$ cat src/rtl/nq_pkg.sv
// Shared NanoQuarter definitions: default widths, instruction field positions and the PC type.
package nq_pkg;

  localparam int unsigned NqInstW = 16;
  localparam int unsigned NqPcW   = 32;

  // Instruction field positions, shared with main_control and ALU_Control.
  localparam int unsigned OpcodeMsb = 15;
  localparam int unsigned OpcodeLsb = 14;
  localparam int unsigned Rs1Msb    = 13;
  localparam int unsigned Rs1Lsb    = 11;
  localparam int unsigned Rs2Msb    = 10;
  localparam int unsigned Rs2Lsb    = 8;
  localparam int unsigned RdMsb     = 7;
  localparam int unsigned RdLsb     = 5;

  typedef logic [NqPcW-1:0] pc_t;
  typedef logic [OpcodeMsb-OpcodeLsb:0] opcode_t;

  function automatic opcode_t opcode_of(input logic [NqInstW-1:0] inst);
    return inst[OpcodeMsb:OpcodeLsb];
  endfunction

endpackage

$ cat src/rtl/nq_sync_fifo.sv
// Generic DEPTH x W synchronous ring buffer with flush, full/empty flags and entry count.
module nq_sync_fifo #(
  parameter int unsigned DEPTH = 4,
  parameter int unsigned W     = 64
) (
  input  logic                       clk_i,
  input  logic                       rst_ni,
  input  logic                       push_i,
  input  logic                       pop_i,
  input  logic                       flush_i,
  input  logic [W-1:0]               wdata_i,
  output logic [W-1:0]               rdata_o,
  output logic                       full_o,
  output logic                       empty_o,
  output logic [$clog2(DEPTH+1)-1:0] count_o
);

  localparam int unsigned PtrW = $clog2(DEPTH);
  localparam int unsigned CntW = $clog2(DEPTH + 1);

  logic [W-1:0]    mem_q [DEPTH];
  logic [W-1:0]    mem_d [DEPTH];
  logic [PtrW-1:0] rd_ptr_q, rd_ptr_d, wr_ptr_q, wr_ptr_d;
  logic [CntW-1:0] count_q, count_d;
  logic            do_push, do_pop;

  assign full_o  = (count_q == CntW'(DEPTH));
  assign empty_o = (count_q == '0);
  assign count_o = count_q;
  assign rdata_o = mem_q[rd_ptr_q];
  assign do_push = push_i & ~full_o;
  assign do_pop  = pop_i & ~empty_o;

  always_comb begin
    mem_d    = mem_q;
    rd_ptr_d = rd_ptr_q;
    wr_ptr_d = wr_ptr_q;
    count_d  = count_q;
    if (flush_i) begin
      rd_ptr_d = '0;
      wr_ptr_d = '0;
      count_d  = '0;
    end else begin
      if (do_push) begin
        mem_d[wr_ptr_q] = wdata_i;
        wr_ptr_d        = wr_ptr_q + PtrW'(1);
      end
      if (do_pop) rd_ptr_d = rd_ptr_q + PtrW'(1);
      unique case ({do_push, do_pop})
        2'b10:   count_d = count_q + CntW'(1);
        2'b01:   count_d = count_q - CntW'(1);
        default: count_d = count_q;
      endcase
    end
  end

  always_ff @(posedge clk_i) begin
    if (!rst_ni) begin
      rd_ptr_q <= '0;
      wr_ptr_q <= '0;
      count_q  <= '0;
    end else begin
      rd_ptr_q <= rd_ptr_d;
      wr_ptr_q <= wr_ptr_d;
      count_q  <= count_d;
    end
  end

  // Payload storage needs no reset; the count alone decides what is valid.
  always_ff @(posedge clk_i) begin
    mem_q <= mem_d;
  end

endmodule

$ cat src/rtl/inst_prefetch_queue.sv
// Fetch-to-decode instruction queue: buffers fetch words and issues one instruction per cycle
// with its PC, under decode stall, ready/valid back-pressure and branch flush.
module inst_prefetch_queue
  import nq_pkg::*;
#(
  parameter int unsigned INST_W  = NqInstW,
  parameter int unsigned SLOTS   = 2,
  parameter int unsigned DEPTH   = 4,
  parameter int unsigned PC_W    = NqPcW,
  parameter int unsigned PC_STEP = 2
) (
  input  logic                             clk,
  input  logic                             rst,
  input  logic                             fetch_valid,
  output logic                             fetch_ready,
  input  logic [INST_W*SLOTS-1:0]          fetch_word,
  input  logic [PC_W-1:0]                  fetch_pc,
  input  logic                             stall,
  input  logic                             flush,
  output logic                             inst_valid,
  output logic [INST_W-1:0]                inst,
  output logic [PC_W-1:0]                  inst_pc,
  output logic [$clog2(DEPTH*SLOTS+1)-1:0] inst_count
);

  localparam int unsigned WordW  = INST_W * SLOTS;
  localparam int unsigned EntryW = WordW + PC_W;
  localparam int unsigned SlotW  = (SLOTS > 1) ? $clog2(SLOTS) : 1;
  localparam int unsigned CntW   = $clog2(DEPTH * SLOTS + 1);
  localparam int unsigned FCntW  = $clog2(DEPTH + 1);

  logic [SlotW-1:0]  slot_ptr_q, slot_ptr_d;
  logic [EntryW-1:0] head_entry;
  logic [WordW-1:0]  head_word;
  logic [PC_W-1:0]   head_pc, pc_off;
  logic [FCntW-1:0]  entries;
  logic              fifo_full, fifo_empty;
  logic              push, pop_inst, slot_last;

  assign fetch_ready = rst & ~flush & ~fifo_full;
  assign push        = fetch_valid & fetch_ready;
  assign inst_valid  = rst & ~fifo_empty;
  assign pop_inst    = inst_valid & ~stall & ~flush;
  assign slot_last   = (slot_ptr_q == SlotW'(SLOTS - 1));

  nq_sync_fifo #(
    .DEPTH (DEPTH),
    .W     (EntryW)
  ) u_fifo (
    .clk_i   (clk),
    .rst_ni  (rst),
    .push_i  (push),
    .pop_i   (pop_inst & slot_last),
    .flush_i (flush),
    .wdata_i ({fetch_pc, fetch_word}),
    .rdata_o (head_entry),
    .full_o  (fifo_full),
    .empty_o (fifo_empty),
    .count_o (entries)
  );

  assign head_word = head_entry[WordW-1:0];
  assign head_pc   = head_entry[EntryW-1:WordW];
  assign pc_off    = PC_W'(slot_ptr_q) * PC_W'(PC_STEP);

  always_comb begin
    inst       = '0;
    inst_pc    = '0;
    inst_count = '0;
    if (inst_valid) begin
      inst    = head_word[slot_ptr_q*INST_W +: INST_W];
      inst_pc = head_pc + pc_off;
    end
    // The head entry is partly consumed by slot_ptr, so subtract the issued slots.
    if (rst) inst_count = CntW'(entries) * CntW'(SLOTS) - CntW'(slot_ptr_q);
  end

  always_comb begin
    slot_ptr_d = slot_ptr_q;
    if (flush) begin
      slot_ptr_d = '0;
    end else if (pop_inst) begin
      slot_ptr_d = slot_last ? '0 : slot_ptr_q + SlotW'(1);
    end
  end

  always_ff @(posedge clk) begin
    if (!rst) begin
      slot_ptr_q <= '0;
    end else begin
      slot_ptr_q <= slot_ptr_d;
    end
  end

endmodule

$ cat config.mk
export PLATFORM = sky130hd
export DESIGN_NAME = inst_prefetch_queue
export DESIGN_NICKNAME = d
export VERILOG_FILES = /design/src/rtl/nq_pkg.sv /design/src/rtl/nq_sync_fifo.sv /design/src/rtl/inst_prefetch_queue.sv
export SDC_FILE = /design/constraint.sdc
export NUM_CORES = 1
export LEC_CHECK = 0
export CORE_UTILIZATION = 55
export CTS_CLUSTER_SIZE = 24
export DETAILED_ROUTE_END_ITERATION = 8
export MAX_ROUTING_LAYER = met4
export PLACE_DENSITY = 0.78
export SYNTH_ARGS = -nofsm -noshare
export SYNTH_HDL_FRONTEND = slang
export SYNTH_HIERARCHICAL = 1
export SYNTH_SLANG_ARGS = --single-unit
$ cat constraint.sdc
create_clock -name clk -period 8.6 [get_ports clk]
set_input_delay 2.15 -clock clk [delete_from_list [all_inputs] [get_ports clk]]
set_output_delay 2.15 -clock clk [all_outputs]
set_load 0.005 [all_outputs]
==> metrics.md, run 1 <==
| Metric | Value |
|---|---|
| Register share of total power | `54.2%` |
| Setup CP Type | `input pin to output port` |
| Hpwl dp | `13,000 um` |
| Seq cells post-synth | `264` |
| Critical path's largest stage delay | `570 ps` |
| Most used cell, CP | `clkdlybuf4s50_1` |
| Syn Nets | `654` |
| Hold crit path type | `flip-flop to flip-flop` |
| Worst-path cell chain | `clkdlybuf4s50_1 -> nand2b_2 -> buf_4 -> inv_1 -> nand2b_1 -> mux2i_1 -> clkdlybuf4s50_1` |
| TritonCTS clock tree | `yes` |
| Synth cell types | `39` |
| Post-synth EDFFs | `256` |
| Cell accounting for the most synthesized area | `edfxtp_1` |
| Grt ovf | `0` |
| Ys Warns | `6` |
| Setup violations, final | `0` |
| Iter 0 DRT Violations | `523` |
| Number of global-route vias before repair | `6,082` |
| Pre-Repair DR Iteration Count | `5` |
| Ys async rst share | `0%` |
| Synth top area share | `70.9%` |
| Slowest CP cell | `clkdlybuf4s50_1` |
| Core area | `19,000 um^2` |
| Routed WL | `21,300 um` |
| Total CTS buffers | `27` |
| Share of cells above drive strength 1 | `16.1%` |
| Final nets | `789` |
| CTS Hold Buffers Added | `0` |
| Crit path buf inv count | `4` |
| Die X | `142 um` |
| Max-slew violations | `0` |
| Worst-path clk slew | `60 ps` |
| Worst-Margin Slew | `1040 ps` |
| Initial Util | `57.0%` |
| Root Driver | `clkbuf_16` |
| Setup slack, reg-to-reg | `5380 ps` |
| Cell family with most CP delay | `buffers and inverters` |
| Initial antenna violation count | `2` |
| Combinational Power Share | `2.8%` |
| Primary FF master, synth | `edfxtp_1` |
| Hold violation count in the final report | `0` |
| Final worst path period need | `6650 ps` |
| Relative slew slack | `30.6%` |
| Port bufs | `122` |
| Cell internal pwr | `2120 uW` |
| CP startpoint kind | `input pin` |
| DR vias | `5,810` |
| Clock Power Share | `43.0%` |
| P&R area growth vs syn | `21.8%` |
| CTS sink count | `264` |
| Worst VDD drop | `0.168 mV` |
| Design Area, Final | `13,200 um^2` |
| RSZ-0062 raised after global routing | `false` |
| Switching fraction of total power | `18.8%` |
| Synth Cell Area | `10,800 um^2` |
| DRC Markers | `0` |
| Critical Path RT | `6450 ps` |
| Status | `complete, no violations` |
| All-Layer GR Usage | `22.8%` |
| Arrival @ worst endpoint | `4500 ps` |
| DP Area | `12,300 um^2` |
| Final period util | `77.3%` |
| FP Rows | `50` |
| Seq/Total Area, Yosys | `72.4%` |
| Resized cells post-CTS | `0` |
| Worst clock skew | `11.9 ps` |
| Syn avg cell area | `18.9 um^2` |
| Full die area | `20,300 um^2` |
| WL/cell | `21.5 um` |
| Setup TNS | `0 ps` |
| Commonest cells in the netlist | `256 x edfxtp_1, 64 x mux4_2, 33 x nor2_1` |
| Final worst slack | `1950 ps` |
| GPL Wtd Cong | `0.941` |
| Pin count of the biggest net entering global routing | `65` |
| Post CTS Setup Buffer Count | `0` |
| P_leak | `0.00401 uW` |
| Chip height | `142 um` |
| Top-Level Pins | `123` |
| Setup Slack @ Placement | `1920 ps` |
| Vias/cell | `5.85` |
| Max cap viols | `0` |
| First-pass GRT wire length | `33,400 um` |
| Top cells by area, synth | `edfxtp_1 71%, mux4_2 13%, mux2i_1 1.6%` |
| Most frequent cell after synthesis | `edfxtp_1` |
| ANT nets after route | `0` |
| Layout Utilization | `69.4%` |
| CTS max path bufs | `3` |
| H-tree depth | `1` |
| Critical Path End Type | `output port` |
| Highest clock rate | `150 MHz` |
| Crit path max fanout | `29` |
| NetSw | `492 uW` |
| Syn Inst Count | `575` |
| Pwr per Cell Area | `198 nW/um^2` |
| Worst-skew pair later-pin latency | `540 ps` |
==> state kept, by name (all words and copies together) (netlist names) <==
register / flops
u_fifo/rd_ptr_q: 2
u_fifo/wr_ptr_q: 2
u_fifo/mem_q: 256
u_fifo/count_o: 3
slot_last: 1
==> area by class of cell <==
class	count	area, um^2
flip-flops and latches	264	7850
fillers	1260	5810
multi-input cells	273	2830
repair buffers	130	1280
clock buffers	34	702
well taps	260	325
clock inverters	16	161
inverters	14	52.6
diodes	2	5.00
==> path summary, 6_finish.rpt <==
check	startpoint	to	cells past startpoint
worst max-delay path	rst	inst_pc[31]	7
worst min-delay path	u_fifo/wr_ptr_q[1]$_SDFFE_PP0P_	u_fifo/wr_ptr_q[1]$_SDFFE_PP0P_	2
worst max register to register	u_fifo/count_o[0]$_SDFFE_PP0P_	u_fifo/count_o[2]$_SDFFE_PP0P_	11
worst min register to register	u_fifo/wr_ptr_q[1]$_SDFFE_PP0P_	u_fifo/wr_ptr_q[1]$_SDFFE_PP0P_	2
==> stage by stage <==
| step | power (uW) | std cells | hold slack [ps] |
|---|---|---|---|
| after detailed placement | 1520 | 941 | 519 |
| after global placement | 1510 | 941 | 496 |
| final | 2620 | 993 | 540 |
| after global routing | 2690 | 993 | 560 |
| after CTS | 2640 | 991 | 530 |
| after floorplan | 1460 | 575 | 484 |
==> routing by layer <==
layer  up-vias  part of all wire [%]  GRT usage (%)
li1       2622                     -              -
met1      2919                    40           28.5
met2       224                    51           38.2
met3        45                   6.7           4.78
met4         0                   2.4           6.06
met5         -                     0              -
==> placed cells by master (no fill, tap or decap), types with 8 or more instances in the layout <==
| master | instances |
|---|---|
| nand2_1 | 11 |
| nand3_1 | 11 |
| or4_1 | 11 |
| or3_1 | 13 |
| mux2i_1 | 17 |
| nor2_1 | 33 |
| edfxtp_1 | 256 |
| xnor2_1 | 8 |
| a21oi_1 | 23 |
| clkdlybuf4s50_1 | 122 |
| clkbuf_16 | 27 |
| o21ai_0 | 16 |
| ha_1 | 9 |
| clkinv_1 | 9 |
| mux4_2 | 64 |
| inv_1 | 14 |
| and2_1 | 8 |
| nand4_1 | 8 |
| buf_4 | 8 |
==> power groups by stage <==
stage / Clock, uW / Sequential, uW / Combinational [uW]
global route: 1190 / 1420 / 79.2
floorplan: 0 / 1450 / 18.1
global placement: 0 / 1440 / 69.3
finish: 1130 / 1420 / 73.1
detailed placement: 0 / 1450 / 73.4
CTS: 1140 / 1420 / 73.7
==> cells by family (layout without fill, tap and decap cells) <==
family | count (synthesis) | in the layout | share of synthesized area (%)
flops | 264 | 264 | 72.4
compound gates | 48 | 48 | 2.43
fa+ha+maj | 10 | 10 | 1.22
simple gates | 119 | 119 | 6.13
other cells | 0 | 2 | 0
buf+inv | 38 | 194 | 1.77
xor+xnor | 15 | 15 | 1.21
mux | 81 | 81 | 14.9
==> worst min-delay path, delay by kind of cell (launching register included) <==
kind / cells / cell delay (ps)
flops: 1 / 340
compound gates: 2 / 150
Power figures use the tool's default switching activity.
==> run 2, diff against run 1 <==
==> constraint.sdc (replaced) <==
create_clock -name clk -period 6.25 [get_ports clk]
set_input_delay 1.5625 -clock clk [delete_from_list [all_inputs] [get_ports clk]]
set_output_delay 1.5625 -clock clk [all_outputs]
set_load 0.005 [all_outputs]
==> metrics.md, run 2 (synthesis gave the netlist of run 1 again) <==
| Metric | Value |
|---|---|
| Reg with most FFs | `u_fifo/mem_q` |
| Max reg flops | `256` |
| Post CTS Setup Buffer Count | `0` |
| P_leak | `0.00401 uW` |
| Relative slew slack | `32.7%` |
| CP startpoint kind | `flip-flop` |
| Worst-skew pair later-pin latency | `530 ps` |
| Status | `complete, no violations` |
| CTS sink count | `264` |
| Vias/cell | `5.87` |
| GPL Wtd Cong | `0.895` |
| Setup Slack @ Placement | `1000 ps` |
| Root Driver | `clkbuf_16` |
| Port bufs | `122` |
| Worst Hold Launch | `u_fifo/wr_ptr_q[0]$_SDFFE_PP0P_` |
| WL/cell | `21.5 um` |
| DRC Markers | `0` |
| Worst clock skew | `7.25 ps` |
| All-Layer GR Usage | `22.9%` |
| Resized cells post-CTS | `0` |
| Pwr per Cell Area | `268 nW/um^2` |
| Critical Path RT | `4690 ps` |
| Total CTS buffers | `27` |
| First-pass GRT wire length | `33,300 um` |
| Top-Level Pins | `123` |
| Crit path max fanout | `21` |
| Highest clock rate | `179 MHz` |
| Hpwl dp | `13,000 um` |
| Worst VDD drop | `0.310 mV` |
| Worst r2r src | `u_fifo/count_o[0]$_SDFFE_PP0P_` |
| Max cap viols | `0` |
| WHS Path Cells | `2` |
| H-tree depth | `1` |
| Core area | `19,000 um^2` |
| Initial Util | `57.0%` |
| P&R area growth vs syn | `21.5%` |
| Share of cells above drive strength 1 | `16.5%` |
| Setup violations, final | `0` |
| CTS Hold Buffers Added | `0` |
| Full die area | `20,300 um^2` |
| WHS Endpoint | `u_fifo/wr_ptr_q[0]$_SDFFE_PP0P_` |
| Routed WL | `21,400 um` |
| DR vias | `5,833` |
| Hold crit path type | `flip-flop to flip-flop` |
| Final worst slack | `652 ps` |
| FP Rows | `50` |
| RSZ-0062 raised after global routing | `false` |
| Pin count of the biggest net entering global routing | `65` |
| ANT nets after route | `0` |
| Pre-Repair DR Iteration Count | `5` |
| Chip height | `142 um` |
| Final nets | `791` |
| Hold violation count in the final report | `0` |
| Initial antenna violation count | `1` |
| Critical Path End Type | `output port` |
| Number of global-route vias before repair | `6,179` |
| # fillers | `1,265` |
| Min Hold Slack | `550 ps` |
| Worst-path clk slew | `60 ps` |
| Die X | `142 um` |
| Setup slack, reg-to-reg | `3030 ps` |
| Final worst path period need | `5600 ps` |
| TritonCTS clock tree | `yes` |
| Worst-Margin Slew | `1010 ps` |
| Grt ovf | `0` |
| FF-to-FF End | `u_fifo/count_o[2]$_SDFFE_PP0P_` |
| Cells on worst reg2reg path | `11` |
| Most common cell after layout, fill and taps aside | `edfxtp_1` |
| Power Total | `3530 uW` |
| Max-slew violations | `0` |
| Setup CP Type | `flip-flop to output port` |
| Final period util | `89.6%` |
| Iter 0 DRT Violations | `375` |
| Arrival @ worst endpoint | `4040 ps` |
| Commonest cells after routing, fill and taps aside | `256 x edfxtp_1, 122 x clkdlybuf4s50_1, 64 x mux4_2, 33 x nor2_1, 27 x clkbuf_16` |
| CTS max path bufs | `3` |
[run 2: changes by cell type in the layout (fill, tap and decap cells not counted)]
cell / delta
bufinv_16: -2
diode_2: -1
clkinv_2: +2
buf_4: +2
clkbuf_8: +1
clkinv_1: -5
clkbuf_1: +4
[run 2: through the flow]
stage	cells	cell area, um^2	utilization [%]	setup TNS, ps
3_5_place_dp	943	12400	65.0	0
3_3_place_gp	943	12400	65.0	0
5_1_grt	994	13200	69.3	0
6_report	994	13200	69.3	0
4_1_cts	993	13200	69.3	0
2_1_floorplan	575	10800	-	-306570
[run 2: power by group]
| part | total [uW] | internal [uW] | switching [uW] |
|---|---|---|---|
| Sequential | 1950 | 1950 | 2.42 |
| Clock | 1480 | 856 | 627 |
| Combinational | 100 | 54.9 | 45.2 |
[run 2: worst max-delay path by stage]
stage | startpoint | slack (ps) | depth (start not counted) | endpoint
finish | u_fifo/rd_ptr_q[0]$_SDFFE_PP0P_ | 650 | 7 | inst_pc[30]
global route | u_fifo/rd_ptr_q[0]$_SDFFE_PP0P_ | 430 | 7 | inst_pc[30]
CTS | u_fifo/rd_ptr_q[0]$_SDFFE_PP0P_ | 620 | 7 | inst_pc[30]
detailed placement | rst | 1000 | 6 | inst_pc[31]
global placement | rst | 1040 | 6 | inst_pc[31]
floorplan | flush | -1200 | 5 | u_fifo/mem_q[0]$_DFFE_PP_
[run 2: cell type report]
| cell class | instances | area [um^2] | area share [%] |
|---|---|---|---|
| Inverter | 14 | 52.6 | 0.399 |
| Tap cell | 260 | 325 | 2.47 |
| Sequential cell | 264 | 7850 | 59.6 |
| Timing Repair Buffer | 132 | 1300 | 9.84 |
| Clock inverter | 11 | 92.6 | 0.703 |
| Clock buffer | 39 | 731 | 5.54 |
| Antenna cell | 1 | 2.50 | 0.0190 |
| Multi-Input combinational cell | 273 | 2830 | 21.4 |
[run 2: critical path, stage by stage, from the launching register on]
cell and delay, ps:
dfxtp_4 610, buf_4 360, mux4_2 340, nand2_1 150, or4_1 740, or4_1 610, a21oi_1 170, clkdlybuf4s50_1 520
[run 2: routing by layer]
metal  part of all wire, %  up-vias  track usage, %
li1                      -     2616               -
met1                    40     2925            28.0
met2                    50      235            38.0
met3                   6.5       57            4.34
met4                   3.2        0            8.94
met5                     0        -               -
==> run 3, diff against run 2 <==
--- a/config.mk
+++ b/config.mk
@@ -8,8 +8,9 @@
 export CORE_UTILIZATION = 55
 export CTS_CLUSTER_SIZE = 24
 export DETAILED_ROUTE_END_ITERATION = 8
+export DONT_BUFFER_PORTS = 1
 export MAX_ROUTING_LAYER = met4
-export PLACE_DENSITY = 0.78
+export PLACE_DENSITY = 0.7
 export SYNTH_ARGS = -nofsm -noshare
 export SYNTH_HDL_FRONTEND = slang
 export SYNTH_HIERARCHICAL = 1
==> metrics.md, run 3 (synthesis gave the netlist of run 1 again) <==
| Metric | Value |
|---|---|
| CTS sink count | `264` |
| Min Hold Slack | `542 ps` |
| WL/cell | `24.3 um` |
| Area of the multi-input gates | `2830 um^2` |
| Worst-Margin Slew | `1040 ps` |
| Pin count of the biggest net entering global routing | `65` |
| P_leak | `0.00357 uW` |
| First-pass GRT wire length | `32,400 um` |
| Critical Path Sink | `inst_pc[21]` |
| Worst clock skew | `6.18 ps` |
| Relative slew slack | `30.8%` |
| CTS max path bufs | `3` |
| FF/Latch Area | `7860 um^2` |
| Final worst path period need | `5060 ps` |
| Post CTS Setup Buffer Count | `0` |
| Setup CP Type | `flip-flop to output port` |
| Cells on worst reg2reg path | `11` |
| CTS Hold Buffers Added | `0` |
| DR vias | `5,395` |
| Chip height | `142 um` |
| Max reg flops | `256` |
| RSZ-0062 raised after global routing | `false` |
| Routed WL | `21,100 um` |
| # fillers | `1,377` |
| Setup violations, final | `0` |
| Port bufs | `0` |
| Setup TNS | `0 ps` |
| Initial Util | `57.0%` |
| Highest clock rate | `198 MHz` |
| TritonCTS clock tree | `yes` |
| Final nets | `668` |
| Layout Utilization | `63.0%` |
| Commonest cells after routing, fill and taps aside | `256 x edfxtp_1, 64 x mux4_2, 33 x nor2_1, 27 x clkbuf_16, 23 x a21oi_1` |
| Hold crit path type | `flip-flop to flip-flop` |
| P&R area growth vs syn | `10.6%` |
| Max cap viols | `0` |
| Grt ovf | `0` |
| Worst r2r src | `u_fifo/count_o[1]$_SDFFE_PP0P_` |
| Status | `complete, no violations` |
| Critical Path RT | `4690 ps` |
| Setup slack, reg-to-reg | `2830 ps` |
| Top-Level Pins | `123` |
| Power Total | `3530 uW` |
| Critical Path End Type | `output port` |
| Arrival @ worst endpoint | `3490 ps` |
| N_diodes | `0` |
| Worst VDD drop | `0.228 mV` |
| Die X | `142 um` |
| Initial antenna violation count | `0` |
| Hpwl dp | `12,700 um` |
| ANT nets after route | `0` |
| Max-slew violations | `0` |
| Root Driver | `clkbuf_16` |
| Hold violation count in the final report | `0` |
| Worst-path clk slew | `60 ps` |
| Pre-Repair DR Iteration Count | `5` |
| Iter 0 DRT Violations | `381` |
| All-Layer GR Usage | `22.3%` |
| Core area | `19,000 um^2` |
| GPL Wtd Cong | `0.836` |
| Reg with most FFs | `u_fifo/mem_q` |
| Final period util | `80.9%` |
| FP Rows | `50` |
| Resized cells post-CTS | `0` |
| Critical Path Start | `u_fifo/rd_ptr_q[0]$_SDFFE_PP0P_` |
| Number of global-route vias before repair | `5,674` |
| Share of cells above drive strength 1 | `20.0%` |
| Most common cell after layout, fill and taps aside | `edfxtp_1` |
| Full die area | `20,300 um^2` |
| Total CTS buffers | `27` |
| H-tree depth | `1` |
| Worst-skew pair later-pin latency | `530 ps` |
| Pwr per Cell Area | `294 nW/um^2` |
| Vias/cell | `6.21` |
| DRC Markers | `0` |
| CP startpoint kind | `flip-flop` |
| FF-to-FF End | `u_fifo/count_o[2]$_SDFFE_PP0P_` |
| Crit path max fanout | `16` |
==> run 3: changes by cell type in the layout (fill, tap and decap cells not counted), sizes merged <==
cell           change
clkdlybuf4s50    -122
clkbuf             -4
diode              -1
clkinv             +1
bufinv             +2
buf                -1
==> run 3: worst max-delay path, stage by stage, from the launching register on <==
cell	delay [ps]
dfxtp_4	560
mux4_2	290
ha_1	290
ha_1	270
nand3_1	200
or4_1	600
or3_1	400
a21oi_1	350
==> run 3: cell type report <==
| class | count | share of cell area (%) |
|---|---|---|
| clock buffer | 35 | 5.89 |
| clock inverter | 14 | 1.31 |
| inverter | 14 | 0.438 |
| multi-input combinational | 273 | 23.6 |
| sequential | 264 | 65.5 |
| tap | 260 | 2.71 |
| timing repair buffer | 9 | 0.564 |
==> run 3: worst min-delay path by stage <==
stage,startpoint,endpoint,depth (start not counted)
6_report,u_fifo/wr_ptr_q[1]$_SDFFE_PP0P_,u_fifo/wr_ptr_q[1]$_SDFFE_PP0P_,2
5_1_grt,u_fifo/wr_ptr_q[0]$_SDFFE_PP0P_,u_fifo/wr_ptr_q[0]$_SDFFE_PP0P_,2
4_1_cts,u_fifo/wr_ptr_q[0]$_SDFFE_PP0P_,u_fifo/wr_ptr_q[0]$_SDFFE_PP0P_,2
3_5_place_dp,u_fifo/wr_ptr_q[1]$_SDFFE_PP0P_,u_fifo/wr_ptr_q[1]$_SDFFE_PP0P_,2
3_3_place_gp,u_fifo/wr_ptr_q[1]$_SDFFE_PP0P_,u_fifo/wr_ptr_q[1]$_SDFFE_PP0P_,2
2_1_floorplan,u_fifo/wr_ptr_q[0]$_SDFFE_PP0P_,u_fifo/wr_ptr_q[0]$_SDFFE_PP0P_,2
==> run 3: power by group <==
group / switching, uW / total [uW] / internal (uW)
combinational: 21.3 / 33.9 / 12.6
sequential: 2.40 / 1950 / 1950
clock: 621 / 1540 / 922
total: 645 / 3530 / 2880
==> run 3: routing by layer <==
| layer | wire length (um) | vias to the layer above | global-route usage, % |
|---|---|---|---|
| met1 | 8330 | 2774 | 27.6 |
| met4 | 361 | 0 | 5.77 |
| met5 | 0 | - | - |
| li1 | - | 2367 | - |
| met3 | 1620 | 33 | 4.95 |
| met2 | 10800 | 221 | 37.5 |
==> run 3: per-stage QoR <==
step | setup WS (ps) | cell area [um^2] | instances
detailed placement | 1770 | 11100 | 820
global placement | 1860 | 11100 | 820
floorplan | -1200 | 10800 | 575
global route | 1010 | 12000 | 869
finish | 1190 | 12000 | 869
CTS | 1200 | 12000 | 869
